**config.mk**
```make
export PLATFORM = sky130hd
export DESIGN_NAME = azadi_pinmux_cfg_ctrl
export DESIGN_NICKNAME = d
export VERILOG_FILES = /design/src/rtl/azadi_pinmux_cfg_ctrl.sv
export SDC_FILE = /design/constraint.sdc
export NUM_CORES = 1
export LEC_CHECK = 0
export CAP_MARGIN = 20
export CORE_AREA = 8 8 159 161
export DETAILED_ROUTE_END_ITERATION = 7
export DIE_AREA = 0 0 167 169
export PLACE_DENSITY = 0.74
export SYNTH_ARGS = -nofsm -noshare
export SYNTH_HDL_FRONTEND = slang
export SYNTH_SLANG_ARGS = --single-unit
```
**constraint.sdc**
```tcl
create_clock -name clk_i -period 2.25 [get_ports clk_i]
set_input_delay 0.675 -clock clk_i [delete_from_list [all_inputs] [get_ports clk_i]]
set_output_delay 0.675 -clock clk_i [all_outputs]
set_load 0.005 [all_outputs]
```
**src/rtl/azadi_pinmux_cfg_ctrl.sv**
```systemverilog
// azadi_pinmux_cfg_ctrl
// Register-programmed controller for the azadi_pin_mux select lines. Software
// fills per-pin shadow selects, then commits; every pin whose select changes
// has its OE gated off around the switch so the pad never sees a glitch.
module azadi_pinmux_cfg_ctrl #(
    parameter int NUM_PINS     = 24,
    parameter int SEL_W        = 2,
    parameter int GUARD_CYCLES = 4,
    parameter int AW           = 5
) (
    input  logic                      clk_i,
    input  logic                      rst_ni,
    input  logic                      req_i,
    input  logic                      we_i,
    input  logic [AW-1:0]             addr_i,
    input  logic [31:0]               wdata_i,
    output logic                      rvalid_o,
    output logic [31:0]               rdata_o,
    output logic                      err_o,
    output logic [NUM_PINS*SEL_W-1:0] pin_sel_o,
    output logic [NUM_PINS-1:0]       oe_gate_o,
    output logic                      busy_o,
    output logic                      commit_done_o
);

    localparam int               CNT_W       = $clog2(GUARD_CYCLES + 1);
    localparam logic [CNT_W-1:0] GUARD_LOAD  = CNT_W'(GUARD_CYCLES);
    localparam logic [CNT_W-1:0] CNT_ONE     = CNT_W'(1);
    localparam logic [AW-1:0]    CTRL_ADDR   = AW'(NUM_PINS);
    localparam logic [AW-1:0]    STATUS_ADDR = AW'(NUM_PINS + 1);

    typedef enum logic [1:0] {
        IDLE,
        GATE,
        SWITCH,
        HOLD
    } state_e;

    state_e                      state_q, state_d;
    logic [CNT_W-1:0]            guardCnt_q, guardCnt_d;
    logic [NUM_PINS*SEL_W-1:0]   shadow_q, shadow_d;
    logic [NUM_PINS*SEL_W-1:0]   pend_q, pend_d;
    logic [NUM_PINS*SEL_W-1:0]   active_q, active_d;
    logic [NUM_PINS-1:0]         chg_q, chg_d;
    logic [NUM_PINS-1:0]         chgNow;
    logic                        rvalid_q;
    logic [31:0]                 rdata_q, rdata_d;
    logic                        err_q, err_d;
    logic                        done_q, done_d;
    logic                        commitReq;
    logic                        unused_wdata;

    // Upper write-data bits carry no meaning for this register map.
    assign unused_wdata = ^wdata_i[31:SEL_W];

    assign busy_o        = (state_q != IDLE);
    assign pin_sel_o     = active_q;
    assign oe_gate_o     = (state_q == IDLE) ? {NUM_PINS{1'b1}} : ~chg_q;
    assign rvalid_o      = rvalid_q;
    assign rdata_o       = rdata_q;
    assign err_o         = err_q;
    assign commit_done_o = done_q;

    // Bus decode: shadow updates, read data, error flag and commit request.
    always_comb begin
        shadow_d  = shadow_q;
        rdata_d   = 32'h0;
        err_d     = 1'b0;
        commitReq = 1'b0;
        if (req_i) begin
            if (addr_i < CTRL_ADDR) begin
                for (int i = 0; i < NUM_PINS; i++) begin
                    if (addr_i == AW'(i)) begin
                        if (we_i) begin
                            shadow_d[i*SEL_W +: SEL_W] = wdata_i[SEL_W-1:0];
                        end else begin
                            rdata_d = 32'(shadow_q[i*SEL_W +: SEL_W]);
                        end
                    end
                end
            end else if (addr_i == CTRL_ADDR) begin
                if (we_i && wdata_i[0]) begin
                    if (busy_o) begin
                        err_d = 1'b1;
                    end else begin
                        commitReq = 1'b1;
                    end
                end
            end else if (addr_i == STATUS_ADDR) begin
                if (we_i) begin
                    err_d = 1'b1;
                end else begin
                    rdata_d = {31'h0, busy_o};
                end
            end else begin
                err_d = 1'b1;
            end
        end
    end

    // Per-pin comparison of the shadow image against the live selects.
    always_comb begin
        chgNow = '0;
        for (int i = 0; i < NUM_PINS; i++) begin
            chgNow[i] = (shadow_q[i*SEL_W +: SEL_W] != active_q[i*SEL_W +: SEL_W]);
        end
    end

    // Switch sequencer: gate changed pins, swap selects, hold, then release.
    always_comb begin
        state_d    = state_q;
        guardCnt_d = guardCnt_q;
        pend_d     = pend_q;
        active_d   = active_q;
        chg_d      = chg_q;
        done_d     = 1'b0;
        case (state_q)
            IDLE: begin
                if (commitReq) begin
                    if (chgNow != '0) begin
                        state_d    = GATE;
                        guardCnt_d = GUARD_LOAD;
                        pend_d     = shadow_q;
                        chg_d      = chgNow;
                    end else begin
                        done_d = 1'b1;
                    end
                end
            end
            GATE: begin
                if (guardCnt_q == CNT_ONE) begin
                    state_d = SWITCH;
                end else begin
                    guardCnt_d = guardCnt_q - CNT_ONE;
                end
            end
            SWITCH: begin
                active_d   = pend_q;
                state_d    = HOLD;
                guardCnt_d = GUARD_LOAD;
            end
            HOLD: begin
                if (guardCnt_q == CNT_ONE) begin
                    state_d = IDLE;
                    chg_d   = '0;
                    done_d  = 1'b1;
                end else begin
                    guardCnt_d = guardCnt_q - CNT_ONE;
                end
            end
            default: begin
                state_d = IDLE;
            end
        endcase
    end

    // State and register update; reset aborts any running sequence.
    always_ff @(posedge clk_i or negedge rst_ni) begin
        if (!rst_ni) begin
            state_q    <= IDLE;
            guardCnt_q <= '0;
            shadow_q   <= '0;
            pend_q     <= '0;
            active_q   <= '0;
            chg_q      <= '0;
            rvalid_q   <= 1'b0;
            rdata_q    <= 32'h0;
            err_q      <= 1'b0;
            done_q     <= 1'b0;
        end else begin
            state_q    <= state_d;
            guardCnt_q <= guardCnt_d;
            shadow_q   <= shadow_d;
            pend_q     <= pend_d;
            active_q   <= active_d;
            chg_q      <= chg_d;
            rvalid_q   <= req_i;
            rdata_q    <= rdata_d;
            err_q      <= err_d;
            done_q     <= done_d;
        end
    end

endmodule
```
==> flow_metrics.py <==
metrics = {
    "global_route": {
        "track_usage": 0.190,
        "overflow": 0,
        "grt_max_degree": 52,
        "grt_antenna_before_repair": 0,
        "grt_pass1_wl_um": 41800,
        "grt_pass1_vias": 7293,
    },
    "synth": {
        "synth_cells": 720,
        "yosys.area.top_type": "dfrtp_1",
        "ys_async_sr_fraction": 1.00,
        "synth_ff_type": "dfrtp_1",
        "synth_edf_count": 0,
        "synth-seq-area-share": 0.508,
        "ys_types": 67,
        "avgSynthCellArea_sq_um": 12.2,
        "synth.area.top_cells": "dfrtp_1, mux2_2, xnor2_1",
        "synth.top_cell.area_share": 0.508,
        "synth_area_sq_um": 8760,
        "ys_warn_count": 0,
        "synth_seq_cells": 178,
    },
    "sta": {
        "fin_tns_setup_ps": -28540,
        "finalCriticalPeriod_ps": 2670,
        "worstMarginPinSlew_ps": 604,
        "skew_ps": 13.9,
        "max-slew-margin-rel": 0.594,
        "period_share": 1.18,
        "finalHoldViolCount": 0,
        "rsz0062_at_grt": "true",
        "whs_ps": 202,
        "setup_viol": 97,
        "drv_slew": 0,
        "fmax_mhz": 375,
        "setup_ws_ps": -416,
    },
    "clock_network": {
        "cts_buffers": 17,
        "clk_path_buf_depth": 2,
        "htreeDepth": 4,
        "path_clk_slew_ps": 70,
        "insertion_delay_ps": 440,
        "cts_sinks": 178,
        "hold_buffers": 0,
        "cts_tree": "done",
        "root_buffer": "clkbuf_16",
    },
    "run_status": {
        "violations": "negative setup slack",
        "outcome": "complete, but fails checks",
    },
    "cells_and_area": {
        "multi_input_area_sq_um": 4480,
        "fin_area_sq_um": 12700,
        "layout-drive-gt1-share": 0.485,
        "syn2layout_area_growth_pct": 44.5,
        "diodes": 0,
        "fillers": 1813,
        "finalNetCount": 1047,
        "regArea_sq_um": 4450,
    },
    "drt": {
        "vias": 6939,
        "antenna_left": 0,
        "dr.pass1.iters": 5,
        "post-route-drc-count": 0,
        "wire_per_inst_um": 21.3,
        "drt_iter0_drc": 622,
        "wirelength_um": 27700,
        "viasPerCell": 5.33,
    },
    "die": {
        "core_sq_um": 22900,
        "die_w_um": 167,
        "fp.dieH_um": 169,
        "initial_utilization": 0.383,
        "rows": 56,
        "die-area_sq_um": 28200,
        "io_pins": 149,
    },
    "power_and_ir_drop": {
        "p_leak_nw": 6.03,
        "pwr_density_cell_nw_per_um2": 973,
        "internal_power_mw": 8.08,
        "irDropWorstVdd_mv": 0.654,
        "finalPower_mw": 12.3,
        "switching_power_mw": 4.23,
        "pwr-share-seq": 0.315,
        "clkPwrFrac": 0.262,
        "p_comb_frac": 0.423,
        "swShare": 0.344,
    },
    "placement": {
        "dp_hpwl_um": 17900,
        "dp_slack_ps": -885,
        "placed_area_sq_um": 11100,
        "gp_congestion": 0.873,
        "port_buffers": 88,
    },
    "critical_path": {
        "end_kind": "flop",
        "worstPathMaxFanout": 14,
        "critical_path.startpoint": "pin_sel_o[3]",
        "crit_required_ps": 2570,
        "worstSetupPathType": "reg -> reg",
        "r2r_cells": 9,
        "cp.arrival_ps": 2980,
        "cp-start-kind": "flop",
        "r2r_start": "pin_sel_o[3]",
    },
    "job": {
        "cap_violations": 0,
    },
    "hold_path": {
        "hp-class": "in -> async",
    },
}
-- cell type report --
class / instances / area share
flip-flops and latches: 178 / 0.352
inverters: 9 / 0.00326
clock inverters: 13 / 0.0155
repair buffers: 296 / 0.212
clock buffers: 19 / 0.0350
multi-input cells: 498 / 0.354
well taps: 290 / 0.0287
-- synthesized netlist by cell type, types with 2 or more instances --
library cell,count
a21oi_1,10
a221oi_1,2
a22oi_1,2
a311o_1,2
a31oi_1,4
and2_1,20
buf_1,7
buf_2,2
buf_4,31
buf_6,8
clkbuf_1,19
dfrtp_1,178
ha_1,6
inv_1,8
mux2_2,151
mux2i_1,5
nand2_1,39
nand2b_1,11
nand3_1,8
nand4_1,11
nor2_1,34
nor2b_1,3
nor3_1,8
nor4_1,8
o21a_1,2
o21ai_0,14
o221ai_1,2
o22ai_1,4
o2bb2ai_1,26
o311ai_0,2
o32ai_1,2
or3_1,5
or4_1,4
or4b_2,2
xnor2_1,37
xor2_1,12
-- worst max-delay path, cell delays in order (launching register included) --
cell	delay, ps
dfrtp_1	410
xnor2_1	200
buf_4	150
nand4_1	180
nor4_1	520
buf_4	260
a31o_4	210
buf_12	120
buf_12	140
mux2_2	340
-- layer usage --
metal | vias up | GRT usage | wire length, um
met5 | - | 0 | 0
met4 | 0 | 0.0830 | 1020
met3 | 59 | 0.0471 | 1720
met2 | 299 | 0.312 | 13400
met1 | 3481 | 0.235 | 11600
li1 | 3100 | - | -
-- layout by cell type, fill, tap and decap left out, types with 12 or more instances in the layout --
master	n
and2_1	20
buf_4	175
buf_6	31
clkbuf_16	20
clkdlybuf4s50_1	56
conb_1	30
dfrtp_1	178
mux2_2	125
mux2_4	26
nand2_1	20
nor2_1	26
o21ai_0	12
o2bb2ai_1	19
xnor2_1	37
-- final timing paths --
| kind | to | slack (ps) |
|---|---|---|
| max in group asynchronous | chg_q[8] | 1400 |
| min in group clk_i | pin_sel_o[9] | 500 |
| max | pend_q[43] | -420 |
| max reg2reg | pend_q[43] | -420 |
| min | rdata_o[0] | 200 |
| min reg2reg | pin_sel_o[9] | 500 |
-- cell families after synthesis --
family	count (synthesis)	synth area share
DFF	178	0.508
and+or+nand+nor	165	0.102
muxes	157	0.203
AOI/OAI and AO/OA	88	0.0767
buffers and inverters	76	0.0530
xor gates and xnor gates	49	0.0490
adders and majority gates	6	0.00857
other	1	0.000428
-- power groups by stage --
| stage | combinational (mW) | sequential, mW | clock (mW) |
|---|---|---|---|
| 4_1_cts | 4.63 | 3.84 | 3.24 |
| 5_1_grt | 5.44 | 3.92 | 3.37 |
| 3_3_place_gp | 3.41 | 3.85 | 0 |
| 6_report | 5.21 | 3.88 | 3.22 |
| 3_5_place_dp | 3.50 | 3.86 | 0 |
| 2_1_floorplan | 1.89 | 3.83 | 0 |
-- repair_timing --
item	CTS	global route
endpoints found under the setup margin	123	114
pin swaps	18	7
setup buffers	23	10
cloned	7	3
gates resized for setup	181	89
-- registers in the layout, summed over array words and instances (netlist names) --
register       cells
rdata_o            2
err_o              1
shadow_q          48
chg_q             24
state_q            2
rvalid_o           1
guardCnt_q         3
commit_done_o      1
pin_sel_o         48
pend_q            48
-- metrics by stage --
| stage | cells | utilization |
|---|---|---|
| after CTS | 1295 | 0.542 |
| after global routing | 1303 | 0.553 |
| after detailed placement | 1233 | 0.485 |
| final | 1303 | 0.553 |
| after global placement | 1233 | 0.485 |
| after floorplan | 749 | - |
No activity file was read; power rests on OpenSTA's default activity.
